**src/rtl/code_2421_pkg.sv**
```systemverilog
// Shared definitions for the 2421 (Aiken) decade counter monitor:
// code constants, FSM encoding, decode result payload and code helpers.
package code_2421_pkg;

    localparam int unsigned CODE_W = 4;
    localparam int unsigned BIN_W  = 4;

    localparam logic [CODE_W-1:0] C0 = 4'b0000;
    localparam logic [CODE_W-1:0] C1 = 4'b0001;
    localparam logic [CODE_W-1:0] C2 = 4'b0010;
    localparam logic [CODE_W-1:0] C3 = 4'b0011;
    localparam logic [CODE_W-1:0] C4 = 4'b0100;
    localparam logic [CODE_W-1:0] C5 = 4'b1011;
    localparam logic [CODE_W-1:0] C6 = 4'b1100;
    localparam logic [CODE_W-1:0] C7 = 4'b1101;
    localparam logic [CODE_W-1:0] C8 = 4'b1110;
    localparam logic [CODE_W-1:0] C9 = 4'b1111;

    // Bit n set means code n is outside the 2421 table (0101..1010).
    localparam logic [15:0] ILLEGAL_MASK = 16'h07E0;

    typedef enum logic [1:0] {
        ST_HUNT  = 2'd0,
        ST_TRACK = 2'd1,
        ST_FAULT = 2'd2
    } state_t;

    typedef struct packed {
        logic             legal;
        logic [BIN_W-1:0] bin;
    } dec_t;

    // Next code in counting order; 9 wraps to 0. Illegal codes map to 0.
    function automatic logic [CODE_W-1:0] succ_2421(input logic [CODE_W-1:0] code);
        logic [CODE_W-1:0] nxt;
        case (code)
            C0:      nxt = C1;
            C1:      nxt = C2;
            C2:      nxt = C3;
            C3:      nxt = C4;
            C4:      nxt = C5;
            C5:      nxt = C6;
            C6:      nxt = C7;
            C7:      nxt = C8;
            C8:      nxt = C9;
            default: nxt = C0;
        endcase
        return nxt;
    endfunction

    function automatic dec_t dec_2421(input logic [CODE_W-1:0] code);
        dec_t d;
        d.legal = ~ILLEGAL_MASK[code];
        case (code)
            C1:      d.bin = 4'd1;
            C2:      d.bin = 4'd2;
            C3:      d.bin = 4'd3;
            C4:      d.bin = 4'd4;
            C5:      d.bin = 4'd5;
            C6:      d.bin = 4'd6;
            C7:      d.bin = 4'd7;
            C8:      d.bin = 4'd8;
            C9:      d.bin = 4'd9;
            default: d.bin = 4'd0;
        endcase
        return d;
    endfunction

endpackage

```
**src/rtl/code_2421_seq_checker_decode.sv**
```systemverilog
// Combinational 2421 code to binary decoder with legality flag.
module code_2421_seq_checker_decode
    import code_2421_pkg::*;
(
    input  logic [CODE_W-1:0] code,
    output dec_t              dec_c
);

    assign dec_c = dec_2421(code);

endmodule

```
**config.mk**
```make
export PLATFORM = sky130hd
export DESIGN_NAME = code_2421_seq_checker_decode
export DESIGN_NICKNAME = d
export VERILOG_FILES = /design/src/rtl/code_2421_pkg.sv /design/src/rtl/code_2421_seq_checker_decode.sv
export SDC_FILE = /design/constraint.sdc
export NUM_CORES = 1
export LEC_CHECK = 0
export ABC_AREA = 1
export BUFFER_PORTS_ARGS = -buffer_cell sky130_fd_sc_hd__buf_2
export CAP_MARGIN = 20
export CORE_AREA = 10 10 47 49
export DETAILED_ROUTE_END_ITERATION = 10
export DIE_AREA = 0 0 57 59
export PLACE_DENSITY = 0.3
export SLEW_MARGIN = 40
export SYNTH_ARGS = -nofsm -noshare
export SYNTH_HDL_FRONTEND = slang
export SYNTH_SLANG_ARGS = --single-unit
```
**constraint.sdc**
```tcl
create_clock -name vclk -period 0.8
set_input_delay 0.16 -clock vclk [all_inputs]
set_output_delay 0.16 -clock vclk [all_outputs]
set_load 0.01 [all_outputs]
```
# --- After elaboration in Yosys (flattened, before gate mapping) ---
# Memories as Yosys holds them, arrays and structs flattened.
# Index checks and enable logic that the tools add are counted.
op_classes:
  order_cmp: 1
  muxes: 1
  n_bitwise: 1
op_table:
  columns: ["cell", "count"]
  rows:
  - ["$lt A4 B5 Y1 const B", 1]
  - ["$mux W1", 1]
  - ["$not A1 Y1", 1]
totals:
  reg_bits: 0
  romBits: 80
  in_bits: 4
  out_inout_bits: 5
  wordCells: 5
  n_memories: 2
memory_table:
  columns: ["name", "words", "word_bits", "read_ports", "rd_ports_with_merged_regs", "wr", "line_no", "text"]
  rows:
  - ["(no name shown)", 16, 4, 1, 0, 0, "code_2421_pkg.sv:54", "case (code)"]
  - ["(no name shown)", 16, 1, 1, 0, 0, "code_2421_pkg.sv:53", "d.legal = ~ILLEGAL_MASK[code];"]

# --- Longest topological paths before layout ---
depth:
  ltp_word: 3
  depth_mapped: 4
  ltp_nobuf: 4

# --- Worst setup path before layout ---
# OpenSTA, ideal clock, no wires.
synth_path:
  path_type: "input -> output"
  start: "input code[2]"
  end: "output dec_c[2] in the netlist's numbering"
  arrival_time_ps: 469
  required_ps: 640
  path_slack_ps: 171
  stages: 4
  n_path_buf: 0
  path_cell_list: "inv_1 -> nand2_2 -> inv_1 -> nor2_1"
synth_lines:
  columns: ["element", "line_no", "text"]
  rows:
  - ["from (decl)", "code_2421_seq_checker_decode.sv:5", "input logic [CODE_W-1:0] code,"]
  - ["to (decl)", "code_2421_seq_checker_decode.sv:6", "output dec_t dec_c"]

==> flow_metrics.py <==
metrics = {
    "run_status": {
        "outcome": "complete, no violations",
    },
    "floorplanning": {
        "chipHeight_microns": 59,
        "design.core.area_sq_um": 1401,
        "fp-row-count": 14,
        "ioPinCount": 9,
        "die-area_sq_um": 3363,
        "initial_utilization_pct": 6.518,
        "die_w_microns": 57,
    },
    "cts": {
        "cts_setup_buffers": 0,
        "ctsHoldBuffers": 0,
    },
    "finish": {
        "areaGrowthSynthToFinish_pct": 145.2,
        "register_area_sq_um": 0,
        "nFlopsAndLatches": 0,
        "drive_gt1_share_pct": 51.52,
        "nClkBuffers": 0,
        "fillers": 172,
        "stdcell_count": 49,
        "antennaDiodeCount": 0,
        "fin_nets": 39,
    },
    "critical_path": {
        "crit_chain": "buf_8 -> nand2_2 -> nand2_2 -> nand2_2 -> nand2_1 -> buf_2",
        "worstPathArrival_ns": 0.61,
        "cp.required_ns": 0.64,
        "cp-end-kind": "primary output",
        "cpPeakStageDelay_ns": 0.13,
        "cp_max_fo": 5,
        "timing.critical_path.mode_cell": "nand2_2",
        "startpoint_type": "input pin",
        "path_class": "input pin to primary output",
        "slowest_stage": "buf_2",
    },
    "yosys": {
        "synth_top_cell_area_share_pct": 49.32,
        "avgSynthCellArea_sq_um": 3.971,
        "synth_common_cells": "nand2_1, nor2_1, inv_1, nand3_1",
        "syn_area_sq_um": 91.34,
        "yosys_warnings": 0,
        "synth-seq-area-share_pct": 0,
        "netlist_instances": 23,
        "synth.distinct_cells": 6,
        "synth_top_area_cell": "nand2_1",
        "synthTopCellsByArea": "nand2_1, nor2_1, nand3_1",
        "syn-num-nets": 27,
        "yosysMostFrequentCell": "nand2_1",
    },
    "place": {
        "placed_cells": 49,
        "gp_congestion": 0.5919,
        "portBuffers": 9,
        "dp_hpwl_microns": 346.5,
    },
    "power": {
        "clkPwrFrac_pct": 0,
        "swShare_pct": 49.32,
        "leakage_nw": 0.1297,
        "peakVddDrop_uv": 116.7,
        "seqPwrFrac_pct": 0,
        "combPwrFrac_pct": 100.0,
        "internal_power_uw": 60.80,
        "p_sw_uw": 59.17,
        "power.density_nw_per_um2": 535.7,
    },
    "grt": {
        "grt_pass1_wl_microns": 690,
        "antenna_found_initial": 0,
        "grt_pass1_vias": 158,
        "grt.total_usage_pct": 2.281,
        "grt_max_degree": 6,
        "globalRouteOverflowTotal": 0,
    },
    "timing": {
        "fin_crit_sh_pct": 96.13,
        "maxSlewViolCount": 0,
        "rsz0062_at_grt": "yes",
        "setup_viol": 0,
        "slew_headroom_pct": 94.96,
        "worst_slew_pin_slew_ns": 0.07538,
        "setup_tns_ns": 0,
        "hold_violations": 0,
        "finalCriticalPeriod_ns": 0.7690,
        "max_freq_ghz": 1.300,
    },
    "detailed_routing": {
        "via_count": 158,
        "via_per_inst": 3.224,
        "drc": 0,
        "wire_per_inst_microns": 7.490,
        "antenna_left": 0,
        "drt_wl_total_microns": 367,
        "drt_iter0_markers": 3,
        "dr.pass1.iters": 4,
    },
    "worst_hold_path": {
        "hold_path.class": "input pin to primary output",
    },
    "job": {
        "max_cap_violations": 0,
    },
}
-- power by group through the flow --
stage	sequential, mW	clock [mW]	combinational [mW]
5_1_grt	0	0	0.135
3_3_place_gp	0	0	0.0904
6_report	0	0	0.120
3_5_place_dp	0	0	0.0899
4_1_cts	0	0	0.103
2_1_floorplan	0	0	0.0446
-- cell usage in the layout (no fill, tap or decap), types with 2 or more instances in the layout --
cell,netlist,routed
nand2_1,12,8
buf_6,0,2
nand3_1,2,2
nand2_2,1,4
nor2_1,5,5
buf_2,0,5
-- final timing paths --
path | slack (ns) | depth (start not counted) | endpoint | start
setup / recovery | 0.03 | 6 | dec_c[4] | code[1]
hold / removal | 0.62 | 4 | dec_c[1] | code[3]
-- through the flow --
step	worst slack [ns]	power (mW)	hold slack [ns]	util, %	area [sq um]
after detailed placement	-0.07328	0.08987	0.6650	11.70	163.9
after global routing	-0.02667	0.1347	0.6571	15.98	224.0
after floorplan	0.1715	0.04459	0.4205	-	91.34
after global placement	-0.08177	0.09039	0.6653	11.70	163.9
after CTS	0.002499	0.1032	0.6287	13.30	186.4
final	0.03099	0.1200	0.6228	15.98	224.0
-- critical path: cells and delay by family --
| family | cells | cell delay, ns |
|---|---|---|
| buffers and inverters | 2 | 0.24 |
| and+or+nand+nor | 4 | 0.21 |
-- cells by family (layout without fill, tap and decap cells) --
kind of cell	count (synthesis)	count (layout)	share of synthesized area (%)
buffers and inverters	3	13	12.33
AND/OR/NAND/NOR	20	20	87.67
-- final cells by class --
class	count	area, sq um	area share [%]
timing repair buffer	10	90.09	40.22
multi-input combinational	20	95.09	42.46
inverter	3	18.77	8.380
tap	16	20.02	8.939
-- routing by layer --
layer | routed length [microns] | GRT usage [%] | part of all wire (%) | vias to the layer above
met2 | 193 | 4.186 | 53 | 4
li1 | - | - | - | 89
met1 | 158 | 2.817 | 43 | 65
met5 | 0 | 0 | 0 | -
met4 | 0 | 0 | 0 | 0
met3 | 15 | 0.4292 | 4.1 | 0
-- repair_timing --
action                                  in CTS  in global routing
gates resized for setup                      9                 11
pin swaps                                    1                  5
endpoints found under the setup margin       4                  4
hold endpoints to repair                     0                  0
Power figures use the tool's default switching activity.
